--- config.mk ---
export PLATFORM = sky130hd
export DESIGN_NAME = pixel_write_buffer
export DESIGN_NICKNAME = d
export VERILOG_FILES = /design/src/rtl/pixel_write_buffer.sv
export SDC_FILE = /design/constraint.sdc
export NUM_CORES = 1
export LEC_CHECK = 0
export BUFFER_PORTS_ARGS = -buffer_cell sky130_fd_sc_hd__buf_2
export CAP_MARGIN = 25
export CORE_MARGIN = 2
export CORE_UTILIZATION = 39
export CTS_BUF_LIST = sky130_fd_sc_hd__clkbuf_4 sky130_fd_sc_hd__clkbuf_8 sky130_fd_sc_hd__clkbuf_16
export CTS_CLUSTER_DIAMETER = 40
export DETAILED_ROUTE_END_ITERATION = 6
export SLEW_MARGIN = 20
export SYNTH_ARGS = -nofsm -noshare
export SYNTH_HDL_FRONTEND = slang
export SYNTH_SLANG_ARGS = --single-unit
--- constraint.sdc ---
create_clock -name clk -period 8.9 [get_ports clk]
set_input_delay 0.89 -clock clk [delete_from_list [all_inputs] [get_ports clk]]
set_output_delay 0.89 -clock clk [all_outputs]
set_load 0.01 [all_outputs]
--- src/rtl/pixel_write_buffer.sv ---
// Bounds-checked pixel write FIFO feeding a valid/ready framebuffer port.
// Optional PIX_DEDUP_EN drops a pixel identical to the last one enqueued.
module pixel_write_buffer #(
    parameter int DEPTH = 8,
    parameter int H_RES = 640,
    parameter int V_RES = 480
) (
    input  logic                     clk,
    input  logic                     reset_n,
    input  logic                     in_valid,
    input  logic [9:0]               in_x,
    input  logic [8:0]               in_y,
    input  logic [7:0]               in_r,
    input  logic [7:0]               in_g,
    input  logic [7:0]               in_b,
    output logic                     in_ready,
    output logic                     fb_valid,
    input  logic                     fb_ready,
    output logic [18:0]              fb_addr,
    output logic [23:0]              fb_data,
    output logic [$clog2(DEPTH):0]   count,
    output logic                     overflow,
    output logic [15:0]              oob_drops
);

    localparam int AW = $clog2(DEPTH);
    localparam int CW = AW + 1;
    localparam int EW = 43;
    localparam logic [CW-1:0] FULL_CNT = CW'(DEPTH);
    localparam logic [10:0] LIM_X = 11'(H_RES);
    localparam logic [10:0] LIM_Y = 11'(V_RES);

    localparam logic [0:0] S_EMPTY = 1'b0;
    localparam logic [0:0] S_HOLD  = 1'b1;

    logic [EW-1:0] r_mem [DEPTH];
    logic [AW-1:0] r_wptr;
    logic [AW-1:0] r_rptr;
    logic [CW-1:0] r_count;
    logic [0:0]    r_state;
    logic [18:0]   r_addr;
    logic [23:0]   r_data;
    logic          r_ovf;
    logic [15:0]   r_oob;

    logic          w_inb;
    logic [18:0]   w_addr;
    logic [EW-1:0] w_entry;
    logic          w_dup;
    logic          w_req;
    logic          w_full;
    logic          w_pop;
    logic          w_push;
    logic          w_drop;
    logic          w_oob;

    assign w_inb   = ({1'b0, in_x} < LIM_X) && ({2'b0, in_y} < LIM_Y);
    assign w_addr  = 19'(in_y) * 19'(H_RES) + 19'(in_x);
    assign w_entry = {w_addr, in_r, in_g, in_b};
    assign w_oob   = in_valid & ~w_inb;

`ifdef PIX_DEDUP_EN
    logic          r_last_vld;
    logic [EW-1:0] r_last;

    assign w_dup = r_last_vld && (r_last == w_entry);

    always_ff @(posedge clk or negedge reset_n) begin
        if (!reset_n) begin
            r_last_vld <= 1'b0;
            r_last     <= '0;
        end else if (w_push) begin
            r_last_vld <= 1'b1;
            r_last     <= w_entry;
        end
    end
`else
    assign w_dup = 1'b0;
`endif

    assign w_req  = in_valid & w_inb & ~w_dup;
    assign w_full = (r_count == FULL_CNT);
    // The output register drains first, so a full FIFO can still take a push.
    assign w_pop  = (r_count != '0) & ((r_state == S_EMPTY) | fb_ready);
    assign w_push = w_req & (~w_full | w_pop);
    assign w_drop = w_req & w_full & ~w_pop;

    always_ff @(posedge clk) begin
        if (w_push) begin
            r_mem[r_wptr] <= w_entry;
        end
    end

    always_ff @(posedge clk or negedge reset_n) begin
        if (!reset_n) begin
            r_wptr  <= '0;
            r_rptr  <= '0;
            r_count <= '0;
            r_ovf   <= 1'b0;
            r_oob   <= '0;
        end else begin
            if (w_push) r_wptr <= r_wptr + 1'b1;
            if (w_pop)  r_rptr <= r_rptr + 1'b1;
            r_count <= r_count + CW'(w_push) - CW'(w_pop);
            if (w_drop) r_ovf <= 1'b1;
            if (w_oob && r_oob != 16'hFFFF) r_oob <= r_oob + 16'd1;
        end
    end

    always_ff @(posedge clk or negedge reset_n) begin
        if (!reset_n) begin
            r_state <= S_EMPTY;
            r_addr  <= '0;
            r_data  <= '0;
        end else begin
            if (w_pop) begin
                r_addr <= r_mem[r_rptr][42:24];
                r_data <= r_mem[r_rptr][23:0];
            end
            unique case (r_state)
                S_EMPTY: if (w_pop) r_state <= S_HOLD;
                S_HOLD:  if (fb_ready && !w_pop) r_state <= S_EMPTY;
                default: r_state <= S_EMPTY;
            endcase
        end
    end

    assign in_ready  = (r_count < FULL_CNT);
    assign fb_valid  = (r_state == S_HOLD);
    assign fb_addr   = r_addr;
    assign fb_data   = r_data;
    assign count     = r_count;
    assign overflow  = r_ovf;
    assign oob_drops = r_oob;

endmodule

==> impl_results.md, run 1 <==
* Drt pass-1 iters at 5
* Warnings, synthesis at 0
* Post-synthesis register bit count at 415
* Core Region at 41,800 um^2
* FMAX at 289 MHz
* Bufs on Longest Clock Path at 3
* Share of layout cells above drive strength 1 at 32.3%
* Reg-to-reg startpoint: count[2]
* Status: finished, final reports clean
* Final setup fails at 0
* Port Buffer Count at 112
* R2r endpoint: r_mem[2][31]
* Vias per cell at 5.15
* Syn nets at 920
* Max FO, Critical Path at 35
* Critical path required time at 9.08 ns
* Initial DRC count at 481
* Hold WC Path Type: in2async
* Setup crit end kind: register
* Filler cells at 3,471
* Routability Congestion at 0.722
* PwrDens at 318 nW/um^2
* Antenna viol nets, final at 0
* CP max stage delay at 0.79 ns
* Largest net degree at the start of global routing at 91
* Die height at 209 um
* Clock skew at 0.0140 ns
* Ys flop type: edfxtp_1
* Setup Buffers After CTS at 0
* Via count of the routed design at 8,094
* Fin crit share at 38.9%
* Rel. slew slack at 37.6%
* CTS root buf: clkbuf_16
* Initial antenna violation count at 0
* Hold Vio Cnt, Final at 0
* End of the critical path: r_mem[2][31]
* Core Util, Final at 46.5%
* Fin Setup TNS at 0 ns
* Post-cts resize count at 0
* Max Slew Vio Count at 0
* DP Worst Slack at 4.92 ns
* Site Rows at 75
* Multi-input gate area at 4150 um^2
* Drt wl/cell at 20.6 um
* Peak VDD IR at 0.000165 V
* Worst-path clk slew at 0.05 ns
* Cell Area, Synth at 16,400 um^2
* Worst Tran Pin Value at 0.936 ns
* Detailed-route DRC error count at 0
* Fin Hold WS at 0.260 ns
* # nets final at 1,067
* Crit path max-delay cell type: nor3b_2
* Mapped Cells at 844
* Seq/Total Area, Yosys at 73.7%
* Max Cap Viol at 0
* Htree depth at 2
* Async S/R FF share, synth at 17.1%
* Leakage power at 6.87 nW
* Startpoint types: register
* Total CTS buffers at 50
* Hold-fix buffers, CTS at 0
* Global route overflow at 0
* Number of flops mapped to enable cells by yosys at 344
* Cell Chain, Critical Path: inv_1 -> ha_1 -> o211ai_1 -> nor2b_1 -> nand2b_1 -> nor3b_2 -> buf_4
* Die width at 209 um
* Post-route minimum period at 3.46 ns
* Mean Syn Cell Area at 19.5 um^2
* First-pass GRT wire length at 50.2 mm
* DIE AREA at 43,800 um^2
* Worst Slack Setup Final at 5.44 ns
* FF-to-FF setup slack at 5.44 ns
* TritonCTS clock tree: yes
* Initial core utilization at 39.3%
* I/O pin cnt at 113
* Number of global-route vias before repair at 8,343
* R2R cell count at 7
* Worst skew pair latency at 0.55 ns
* Commonest non-fill, non-tap cell in the layout: edfxtp_1
* Yosys cell types at 53
* Worst EP arrival at 3.64 ns
* Register area at 12,100 um^2
* RSZ-0062 raised after global routing: false
* CP startpoint: count[2]
* Area Overhead vs Synth at 18.1%
* GRT Total Usage at 15.1%
* Crit Path Class: reg2reg
* Clock sinks at 415
* Final HPWL DP at 18.7 mm
* Final wirelength at 32.4 mm
* Most frequent cells in the layout: edfxtp_1, buf_2, mux4_2, dfrtp_1, a21oi_1
[per-stage QoR]
stage                     instances  cell area (um^2)  total power [mW]
after floorplan                 844             16400              3.73
after global placement         1477             17700              4.22
after detailed placement       1477             17700              4.24
after CTS                      1569             19400              6.28
after global routing           1570             19400              6.50
final                          1571             19400              6.18
[state kept, by name, summed over array words and instances, names as in the netlist]
register,cells
oob_drops,16
fb_valid,1
r_wptr,3
fb_data,24
count,4
r_mem,344
fb_addr,19
r_rptr,3
overflow,1
[synth_stat cells, drive strengths merged, types with 6 or more instances]
master  count  area (um^2)
a21oi      53          269
buf        19          104
clkbuf     16         60.1
dfrtp      71         1780
edfxtp    344        10300
ha         26          325
inv        14         52.6
mux2i      43          430
mux4       86         1940
nand2      16         60.1
nand3      10         55.1
nand4       6         37.5
nor2       53          199
nor3b       6         45.0
xnor2      23          201
xor2        9         97.6
[worst min path at each step]
stage | from | to | cells past startpoint | slack [ns]
final | reset_n | count[3] | 1 | 0.26
after global routing | reset_n | fb_valid | 1 | 0.26
after CTS | reset_n | count[3] | 1 | 0.25
after detailed placement | overflow | overflow | 1 | 0.48
after global placement | overflow | overflow | 1 | 0.46
after floorplan | r_wptr[2] | r_wptr[2] | 1 | 0.46
[logic make-up (layout without fill, tap and decap cells)]
kind of cell	Yosys count	after routing	synth area share [%]
flops	415	415	73.7
mux	132	132	14.6
simple gates	115	115	3.55
compound gates	72	72	2.60
buf+inv	49	236	1.32
xor+xnor	32	32	1.82
fa+ha+maj	29	29	2.35
other cells	0	1	0
[cell type report]
| cell class | instances | share of cell area (%) |
|---|---|---|
| clock buffer | 59 | 6.89 |
| antenna | 1 | 0.0129 |
| clock inverter | 33 | 1.81 |
| multi-input combinational | 380 | 21.4 |
| inverter | 14 | 0.271 |
| sequential | 415 | 62.5 |
| tap | 539 | 3.48 |
| timing repair buffer | 130 | 3.70 |
[power breakdown]
part	switching [mW]	internal, mW	leakage (nW)	total, mW
registers	0.242	2.44	3.93	2.68
clock network	0.791	1.23	0.834	2.02
logic	0.753	0.720	2.11	1.47
[worst max-delay path: cells and delay by family (launching register included)]
kind	cells	cell delay [ns]
buffers and inverters	2	0.71
AO/OA/AOI/OAI	1	0.28
flip-flops	1	0.34
AND/OR/NAND/NOR	3	1.49
adder cells (fa/ha/maj)	1	0.25
[layer usage]
layer | routed length (um) | GRT usage (%)
met1 | 14400 | 20.6
met2 | 15800 | 25.0
met3 | 1490 | 2.74
met4 | 688 | 4.38
met5 | 0 | 0
No activity file was read; power rests on OpenSTA's default activity.
==> inputs of run 2 (changes only) <==
Clock period 8.9 ns to 3.6 ns, I/O delays scaled along.
==> impl_results.md, run 2 (same netlist as run 1, synthesis figures left out) <==
* Leakage power at 6.94 nW
* Bufs on Longest Clock Path at 3
* Via count of the routed design at 7,990
* Setup Buffers After CTS at 0
* Max Slew Vio Count at 0
* Initial DRC count at 517
* Rel. slew slack at 32.2%
* Total CTS buffers at 49
* Clock sinks at 415
* Core Region at 41,800 um^2
* Fin crit share at 80.8%
* Drt pass-1 iters at 4
* Site Rows at 75
* Clock skew at 0.0112 ns
* Hold-fix buffers, CTS at 1
* Final HPWL DP at 18.3 mm
* Initial core utilization at 39.3%
* Post-route minimum period at 2.91 ns
* Max Cap Viol at 0
* Antenna viol nets, final at 0
* Area Overhead vs Synth at 19.6%
* Number of global-route vias before repair at 8,505
* Startpoint types: register
* Htree depth at 2
* CTS root buf: clkbuf_16
* Die width at 209 um
* Worst-path clk slew at 0.06 ns
* Overall Power at 15.4 mW
* Critical path required time at 3.86 ns
* Share of layout cells above drive strength 1 at 31.9%
* Setup crit end kind: register
* # nets final at 1,067
* First-pass GRT wire length at 50.6 mm
* Hold WC Path Type: in2reg
* Most frequent cells in the layout: edfxtp_1, buf_2, mux4_2, dfrtp_1, a21oi_1
* DIE AREA at 43,800 um^2
* GRT Total Usage at 15.3%
* Fin Setup TNS at 0 ns
* Worst EP arrival at 3.17 ns
* TritonCTS clock tree: yes
* FMAX at 344 MHz
* Vias per cell at 5.08
* Max FO, Critical Path at 12
* Final wirelength at 32.5 mm
* Final setup fails at 0
* Commonest non-fill, non-tap cell in the layout: edfxtp_1
* Post-cts resize count at 0
* Die height at 209 um
* RSZ-0062 raised after global routing: false
* Initial antenna violation count at 0
* Crit Path Class: reg2reg
* Max reg flops at 344
* Drt wl/cell at 20.7 um
* Largest net degree at the start of global routing at 90
* Port Buffer Count at 112
* Global route overflow at 0
* Detailed-route DRC error count at 0
* Hold Vio Cnt, Final at 0
* Status: finished, final reports clean
* Peak VDD IR at 0.000400 V
* Worst Tran Pin Value at 1.02 ns
* I/O pin cnt at 113
* Worst skew pair latency at 0.56 ns
* PwrDens at 786 nW/um^2
* Routability Congestion at 0.707
* Largest Register: r_mem
run 2: final timing paths:
check,end,cells past startpoint,start,slack [ns]
max in group asynchronous,oob_drops[12],3,reset_n,2.37
setup / recovery,r_mem[4][22],7,count[2],0.69
hold / removal,r_mem[1][1],1,in_b[1],0.06
setup reg to reg,r_mem[4][22],7,count[2],0.69
hold reg to reg,overflow,1,overflow,0.47
min in group asynchronous,count[2],2,reset_n,0.44
run 2: stage by stage:
step                      hold slack (ns)  utilization (%)  worst slack, ns  area [um^2]  cells
after floorplan                    0.0644                -          -0.0735        16500    844
after global placement              0.463             42.9            0.502        17900   1478
after detailed placement            0.466             42.9            0.441        17900   1478
after CTS                          0.0372             47.0            0.642        19600   1571
after global routing               0.0613             47.0            0.526        19600   1571
final                              0.0629             47.0            0.690        19600   1572
run 2: cell type report:
type | instances | area [um^2]
timing repair buffer | 131 | 908
clock inverter | 37 | 389
tap | 539 | 674
clock buffer | 55 | 1310
sequential | 415 | 12100
multi-input combinational | 380 | 4190
fill | 3487 | 22100
inverter | 14 | 52.6
antenna | 1 | 2.50
run 2: worst max-delay path, stage by stage (launching register included):
cell	delay, ns
dfrtp_1	0.35
inv_1	0.08
ha_1	0.26
o211ai_1	0.29
nor2b_1	0.45
nand2_1	0.35
nor3_4	0.60
buf_12	0.23
run 2: power by group:
group | internal [mW] | total [mW] | switching, mW
Clock | 3.09 | 5.04 | 1.95
Combinational | 1.88 | 3.63 | 1.75
Sequential | 6.02 | 6.76 | 0.736
run 2: per-layer routing:
layer / global-route usage [%] / up-vias / wire, um
met2: 26.1 / 147 / 16400
met4: 4.24 / 0 / 600
li1: - / 3664 / -
met3: 2.65 / 47 / 1330
met5: 0 / - / 0
met1: 20.3 / 4132 / 14200
